### src/rtl/flooring_pkg.sv
// Shared constants and the floored-sample expansion function for the flooring datapath.
package flooring_pkg;

    // Widest datapath the expansion helper supports
    localparam int unsigned MAX_W = 64;

    localparam string FILL_ZERO = "ZERO";
    localparam string FILL_HALF = "HALF";

    // Re-expand a floored sample to dsize bits; returns {sat, data} with data right-aligned in MAX_W bits.
    // Width bookkeeping is done in 64-bit arithmetic so a shift by MAX_W yields an all-ones mask.
    function automatic logic [MAX_W:0] expand_floored(
        input logic [MAX_W-1:0] data,
        input int unsigned      dsize,
        input int unsigned      csize,
        input int unsigned      osize,
        input logic             fill_half,
        input logic             sat_decode
    );
        logic [MAX_W-1:0] omask;
        logic [MAX_W-1:0] dmask;
        logic [MAX_W-1:0] res;
        logic             sat;
        int unsigned      lsize;
        lsize = dsize - csize - osize;
        omask = (MAX_W'(1) << osize) - MAX_W'(1);
        dmask = (MAX_W'(1) << dsize) - MAX_W'(1);
        sat   = sat_decode && ((data & omask) == omask);
        res   = (data & omask) << lsize;
        if (fill_half && (lsize != 0)) begin
            res = res | (MAX_W'(1) << (lsize - 1));
        end
        if (sat) begin
            res = dmask;
        end
        return {sat, res & dmask};
    endfunction

endpackage

### src/rtl/flooring_restore_skid.sv
// Two-entry valid/ready skid FIFO; ready and valid come straight from registers.
module stream_skid2 #(
    parameter int unsigned W = 8
) (
    input  logic         clock,
    input  logic         rst_n,
    input  logic         in_valid,
    output logic         in_ready,
    input  logic [W-1:0] in_data,
    output logic         out_valid,
    input  logic         out_ready,
    output logic [W-1:0] out_data
);

    logic [W-1:0] r_mem [2];
    logic         r_wr_ptr;
    logic         r_rd_ptr;
    logic [1:0]   r_count;
    logic         r_full;
    logic         r_nempty;
    logic         w_push;
    logic         w_pop;
    logic [1:0]   w_count_nxt;

    assign w_push = in_valid & ~r_full;
    assign w_pop  = r_nempty & out_ready;

    // Next occupancy: simultaneous push and pop leave it unchanged
    always_comb begin
        w_count_nxt = r_count + 2'(w_push) - 2'(w_pop);
    end

    // Storage, pointers and registered full/not-empty flags
    always_ff @(posedge clock or negedge rst_n) begin
        if (!rst_n) begin
            r_mem[0] <= '0;
            r_mem[1] <= '0;
            r_wr_ptr <= 1'b0;
            r_rd_ptr <= 1'b0;
            r_count  <= 2'd0;
            r_full   <= 1'b0;
            r_nempty <= 1'b0;
        end else begin
            if (w_push) begin
                r_mem[r_wr_ptr] <= in_data;
                r_wr_ptr        <= ~r_wr_ptr;
            end
            if (w_pop) begin
                r_rd_ptr <= ~r_rd_ptr;
            end
            r_count  <= w_count_nxt;
            r_full   <= (w_count_nxt == 2'd2);
            r_nempty <= (w_count_nxt != 2'd0);
        end
    end

    assign in_ready  = ~r_full;
    assign out_valid = r_nempty;
    assign out_data  = r_mem[r_rd_ptr];

endmodule

### src/rtl/flooring_restore.sv
// Re-expands floored samples to the wide datapath, decodes saturation markers and counts them.
module flooring_restore #(
    parameter int unsigned DSIZE      = 16,
    parameter int unsigned CSIZE      = 4,
    parameter int unsigned OSIZE      = 8,
    parameter string       FILL       = "ZERO",
    parameter string       SAT_DECODE = "TRUE",
    parameter string       SEQUENTIAL = "TRUE",
    parameter int unsigned CNTSIZE    = 16
) (
    input  logic               clock,
    input  logic               rst_n,
    input  logic               in_valid,
    output logic               in_ready,
    input  logic [OSIZE-1:0]   in_data,
    output logic               out_valid,
    input  logic               out_ready,
    output logic [DSIZE-1:0]   out_data,
    output logic               out_sat,
    input  logic               sat_clr,
    output logic [CNTSIZE-1:0] sat_count
);
    import flooring_pkg::*;

    localparam bit L_FILL_HALF = (FILL == FILL_HALF);
    localparam bit L_SAT_DEC   = (SAT_DECODE == "TRUE");

    if ((CSIZE >= DSIZE) || (OSIZE > DSIZE - CSIZE) || (DSIZE > MAX_W)) begin : g_param_err
        $error("flooring_restore: illegal DSIZE/CSIZE/OSIZE combination");
    end

    logic [DSIZE-1:0]   w_exp_data;
    logic               w_exp_sat;
    logic               w_sat_xfer;
    logic [CNTSIZE-1:0] r_sat_count;

    assign w_exp_data = DSIZE'(expand_floored(MAX_W'(in_data), DSIZE, CSIZE, OSIZE, L_FILL_HALF, L_SAT_DEC));
    assign w_exp_sat  = 1'(expand_floored(MAX_W'(in_data), DSIZE, CSIZE, OSIZE, L_FILL_HALF, L_SAT_DEC) >> MAX_W);

    if (SEQUENTIAL == "TRUE") begin : g_seq
        logic [DSIZE:0] w_skid_out;
        stream_skid2 #(.W(DSIZE + 1)) u_skid (
            .clock     (clock),
            .rst_n     (rst_n),
            .in_valid  (in_valid),
            .in_ready  (in_ready),
            .in_data   ({w_exp_sat, w_exp_data}),
            .out_valid (out_valid),
            .out_ready (out_ready),
            .out_data  (w_skid_out)
        );
        assign out_data = w_skid_out[DSIZE-1:0];
        assign out_sat  = w_skid_out[DSIZE];
    end else if (SEQUENTIAL == "FALSE") begin : g_comb
        assign out_valid = in_valid;
        assign in_ready  = out_ready;
        assign out_data  = w_exp_data;
        assign out_sat   = w_exp_sat;
    end else begin : g_inert
        assign out_valid = 1'b0;
        assign in_ready  = 1'b0;
        assign out_data  = '0;
        assign out_sat   = 1'b0;
    end

    assign w_sat_xfer = out_valid & out_ready & out_sat;

    // Saturating count of transferred saturation beats; clear wins over increment
    always_ff @(posedge clock or negedge rst_n) begin
        if (!rst_n) begin
            r_sat_count <= '0;
        end else if (sat_clr) begin
            r_sat_count <= '0;
        end else if (w_sat_xfer && (r_sat_count != '1)) begin
            r_sat_count <= r_sat_count + CNTSIZE'(1);
        end
    end

    assign sat_count = r_sat_count;

endmodule

### config.mk
export PLATFORM = sky130hd
export DESIGN_NAME = flooring_restore
export DESIGN_NICKNAME = d
export VERILOG_FILES = /design/src/rtl/flooring_pkg.sv /design/src/rtl/flooring_restore_skid.sv /design/src/rtl/flooring_restore.sv
export SDC_FILE = /design/constraint.sdc
export NUM_CORES = 1
export LEC_CHECK = 0
export ABC_AREA = 1
export ABC_CLOCK_PERIOD_IN_PS = 2310
export BUFFER_PORTS_ARGS = -buffer_cell sky130_fd_sc_hd__clkbuf_2
export CORE_ASPECT_RATIO = 0.7
export CORE_UTILIZATION = 46
export DETAILED_ROUTE_END_ITERATION = 8
export PLACE_DENSITY = 0.68
export SETUP_SLACK_MARGIN = 0.3
export SLEW_MARGIN = 20
export SYNTH_ARGS = -nofsm -noshare
export SYNTH_HDL_FRONTEND = slang
export SYNTH_SLANG_ARGS = --single-unit
### constraint.sdc
create_clock -name clock -period 2.31 [get_ports clock]
set_input_delay 0.1155 -clock clock [delete_from_list [all_inputs] [get_ports clock]]
set_output_delay 0.1155 -clock clock [all_outputs]
set_load 0.03 [all_outputs]
==> metrics.txt <==
CTS root buf clkbuf_8; Req. time, crit path 2490 ps; core area 0.004404 mm2; area delta synth->final 14.87%; Power Density 925.9 mW/mm2; Mapped Area 0.002146 mm2; worst hold path type in -> reg; maximum VDD drop 0.9181 mV; CP Capture Type flop; vias per cell 5.071; clock buffer depth 2; register area share after synthesis 46.65%; post-synthesis instance total 280; Slew Viols, Final 0; initial antenna violation count 0; Leak Pwr 0.001319 uW; grt ovf 0; FMAX 0.5841 GHz; Final HPWL DP 3.351 mm; Slowest cell on crit path dfrtp_1; H-tree Lvls 2; final instance area 0.002465 mm2; Reg clk slew, reported paths 80 ps; Synth Area per Inst 7.664 um2; layout cells sized above 1 21.36%; Num CTS Buffers 5; area of the die 0.004947 mm2; Final Util 55.97%; Slew @ Worst Pin 893.9 ps; Final Critical Period 1712 ps; CP Cell Sequence nand2_1 > inv_1 > ha_1 > inv_1 > ha_1 > xor2_1 > xor2_1 > or2_2; total number of vias 1917; worst skew pair latency 290 ps; clk_skew 3.795 ps; largest net degree at the start of global routing 41; RSZ-0062 raised after global routing false; Unique masters post-synth 26; Die W 83.64 um; Post-Syn Nets 296; register area 0.001001 mm2; Worst setup SP type flop; aggregate global-route resource usage 21.38%; Initial DRC Count 201; GP Congestion 0.8743; Setup WS post-layout 598.1 ps; filler instances 429; pre-CTS setup slack 597.1 ps; DR WL/cell 12.21 um; status finished, final reports clean; worst hold path depth 3; area of the multi-input gates 939.7 um2; DR DRC count 0; Sink Count 40; post-route ant nets 0; reg2reg path depth 8; Pre-antenna DRT Iters 4; flops & latches, synth 40; port bufs 47; Setup TNS 0 ps; first-pass GRT wire length 8.121 mm; Placed Area 0.002366 mm2; I/O pin count 48; Routed Wire Length 4.616 mm; Worst Setup Path Type reg -> reg; worst hold margin 87.92 ps; Max-slew headroom 40.41%; # diodes 0; Initial Utilization 48.72%; CTS tree done; Crit Path Max Fanout 3; num rows 20; CP Data Arrival Time 1900 ps; yosys warns 0; vias in the first global route 1642; Die H 59.15 um; final worst path period share 74.11%; Nets 338; MaxCap Viol Count 0; Crit path largest cell delay 380 ps; final hold vios 0; # setup viols final 0
-- cell usage after synthesis --
library cell | number | area (um2)
nand2_1 | 105 | 394.1
dfrtp_1 | 40 | 1001
inv_1 | 25 | 93.84
o21ai_0 | 20 | 100.1
nor2_1 | 19 | 71.32
nand3_1 | 13 | 65.06
nand4_1 | 9 | 56.30
buf_4 | 8 | 60.06
xor2_1 | 7 | 61.31
clkbuf_1 | 4 | 15.01
a21oi_1 | 3 | 15.01
ha_1 | 3 | 37.54
o21ai_1 | 3 | 15.01
inv_2 | 2 | 7.510
inv_4 | 2 | 12.51
nand2_2 | 2 | 12.51
nor2_2 | 2 | 12.51
nor2_4 | 2 | 22.52
nor4_1 | 2 | 12.51
o21bai_1 | 2 | 15.01
or2_2 | 2 | 12.51
buf_2 | 1 | 5.000
buf_6 | 1 | 11.26
nand2_4 | 1 | 11.26
o21bai_4 | 1 | 18.77
or2_1 | 1 | 6.260
-- state kept, by name, summed over array words and instances (netlist names) --
signal,count
g_seq.u_skid.out_valid,1
g_seq.u_skid.r_count,2
g_seq.u_skid.r_full,1
g_seq.u_skid.r_mem,18
g_seq.u_skid.r_rd_ptr,1
g_seq.u_skid.r_wr_ptr,1
sat_count,16
-- final timing paths --
check,slack (ps),start,endpoint
hold reg to reg,490,g_seq.u_skid.r_mem[4],g_seq.u_skid.r_mem[4]
max in group asynchronous,1270,rst_n,sat_count[10]
min in group asynchronous,470,rst_n,g_seq.u_skid.r_mem[24]
setup / recovery,600,g_seq.u_skid.out_valid,g_seq.u_skid.out_valid
setup reg to reg,600,g_seq.u_skid.out_valid,g_seq.u_skid.out_valid
hold / removal,90,out_ready,g_seq.u_skid.r_rd_ptr
-- per-layer routing --
layer,GRT usage [%],part of all wire [%],vias up
met5,0,0,-
met4,7.264,1.3,0
met3,4.178,6.7,8
met2,27.64,38,62
met1,34.74,54,889
li1,-,-,958
-- metrics by stage --
step | instances | total power [uW]
2_1_floorplan | 280 | 1622
3_3_place_gp | 369 | 1830
3_5_place_dp | 369 | 1836
4_1_cts | 378 | 2313
5_1_grt | 378 | 2476
6_report | 378 | 2282
-- repair_timing --
item,4_1_cts,5_1_grt
resized for setup,0,0
hold buffers,1,0
setup buffers,0,0
endpoints found under the hold margin,5,0
-- kinds of logic (layout without fill, tap and decap cells) --
| family | after synthesis | count (layout) | share of synthesized area, % |
|---|---|---|---|
| and+or+nand+nor | 158 | 158 | 31.54 |
| AOI/OAI and AO/OA | 29 | 29 | 7.638 |
| adders and majority gates | 3 | 3 | 1.749 |
| DFF | 40 | 40 | 46.65 |
| xor gates and xnor gates | 7 | 7 | 2.857 |
| buffers and inverters | 43 | 86 | 9.562 |
-- cells in the final DEF, fill, tap and decap left out --
cell	n
clkbuf_2	46
o21bai_4	1
nand2_2	2
o21ai_1	3
nor2_1	19
nor2_2	2
nor4_1	2
inv_1	25
nand2_1	105
dlygate4sd3_1	1
xor2_1	7
nor2_4	2
or2_1	1
inv_2	2
clkbuf_8	5
clkinv_4	1
a21oi_1	3
o21ai_0	20
or2_2	2
clkbuf_1	1
nand3_1	13
ha_1	3
inv_4	2
nand2_4	1
o21bai_1	2
dfrtp_1	40
buf_4	1
buf_2	1
clkinvlp_4	1
nand4_1	9
-- layout make-up --
type	count	share of cell area, %
inverter	29	4.619
timing repair buffer	49	10.25
sequential	40	40.61
clock buffer	6	2.944
multi-input combinational	197	38.12
clock inverter	2	0.6599
tap	55	2.792
-- critical path, delay by kind of cell (launching register included) --
family,cells,cell delay (ps)
adder cells (fa/ha/maj),2,440
flip-flops,1,380
AND/OR/NAND/NOR,2,370
XOR/XNOR,2,310
buffers and inverters,2,100
-- power breakdown --
| group | switching, uW | internal, uW |
|---|---|---|
| logic | 560 | 253 |
| registers | 113 | 886 |
| clock network | 255 | 215 |
| total | 928 | 1350 |
No activity file was read; power rests on OpenSTA's default activity.
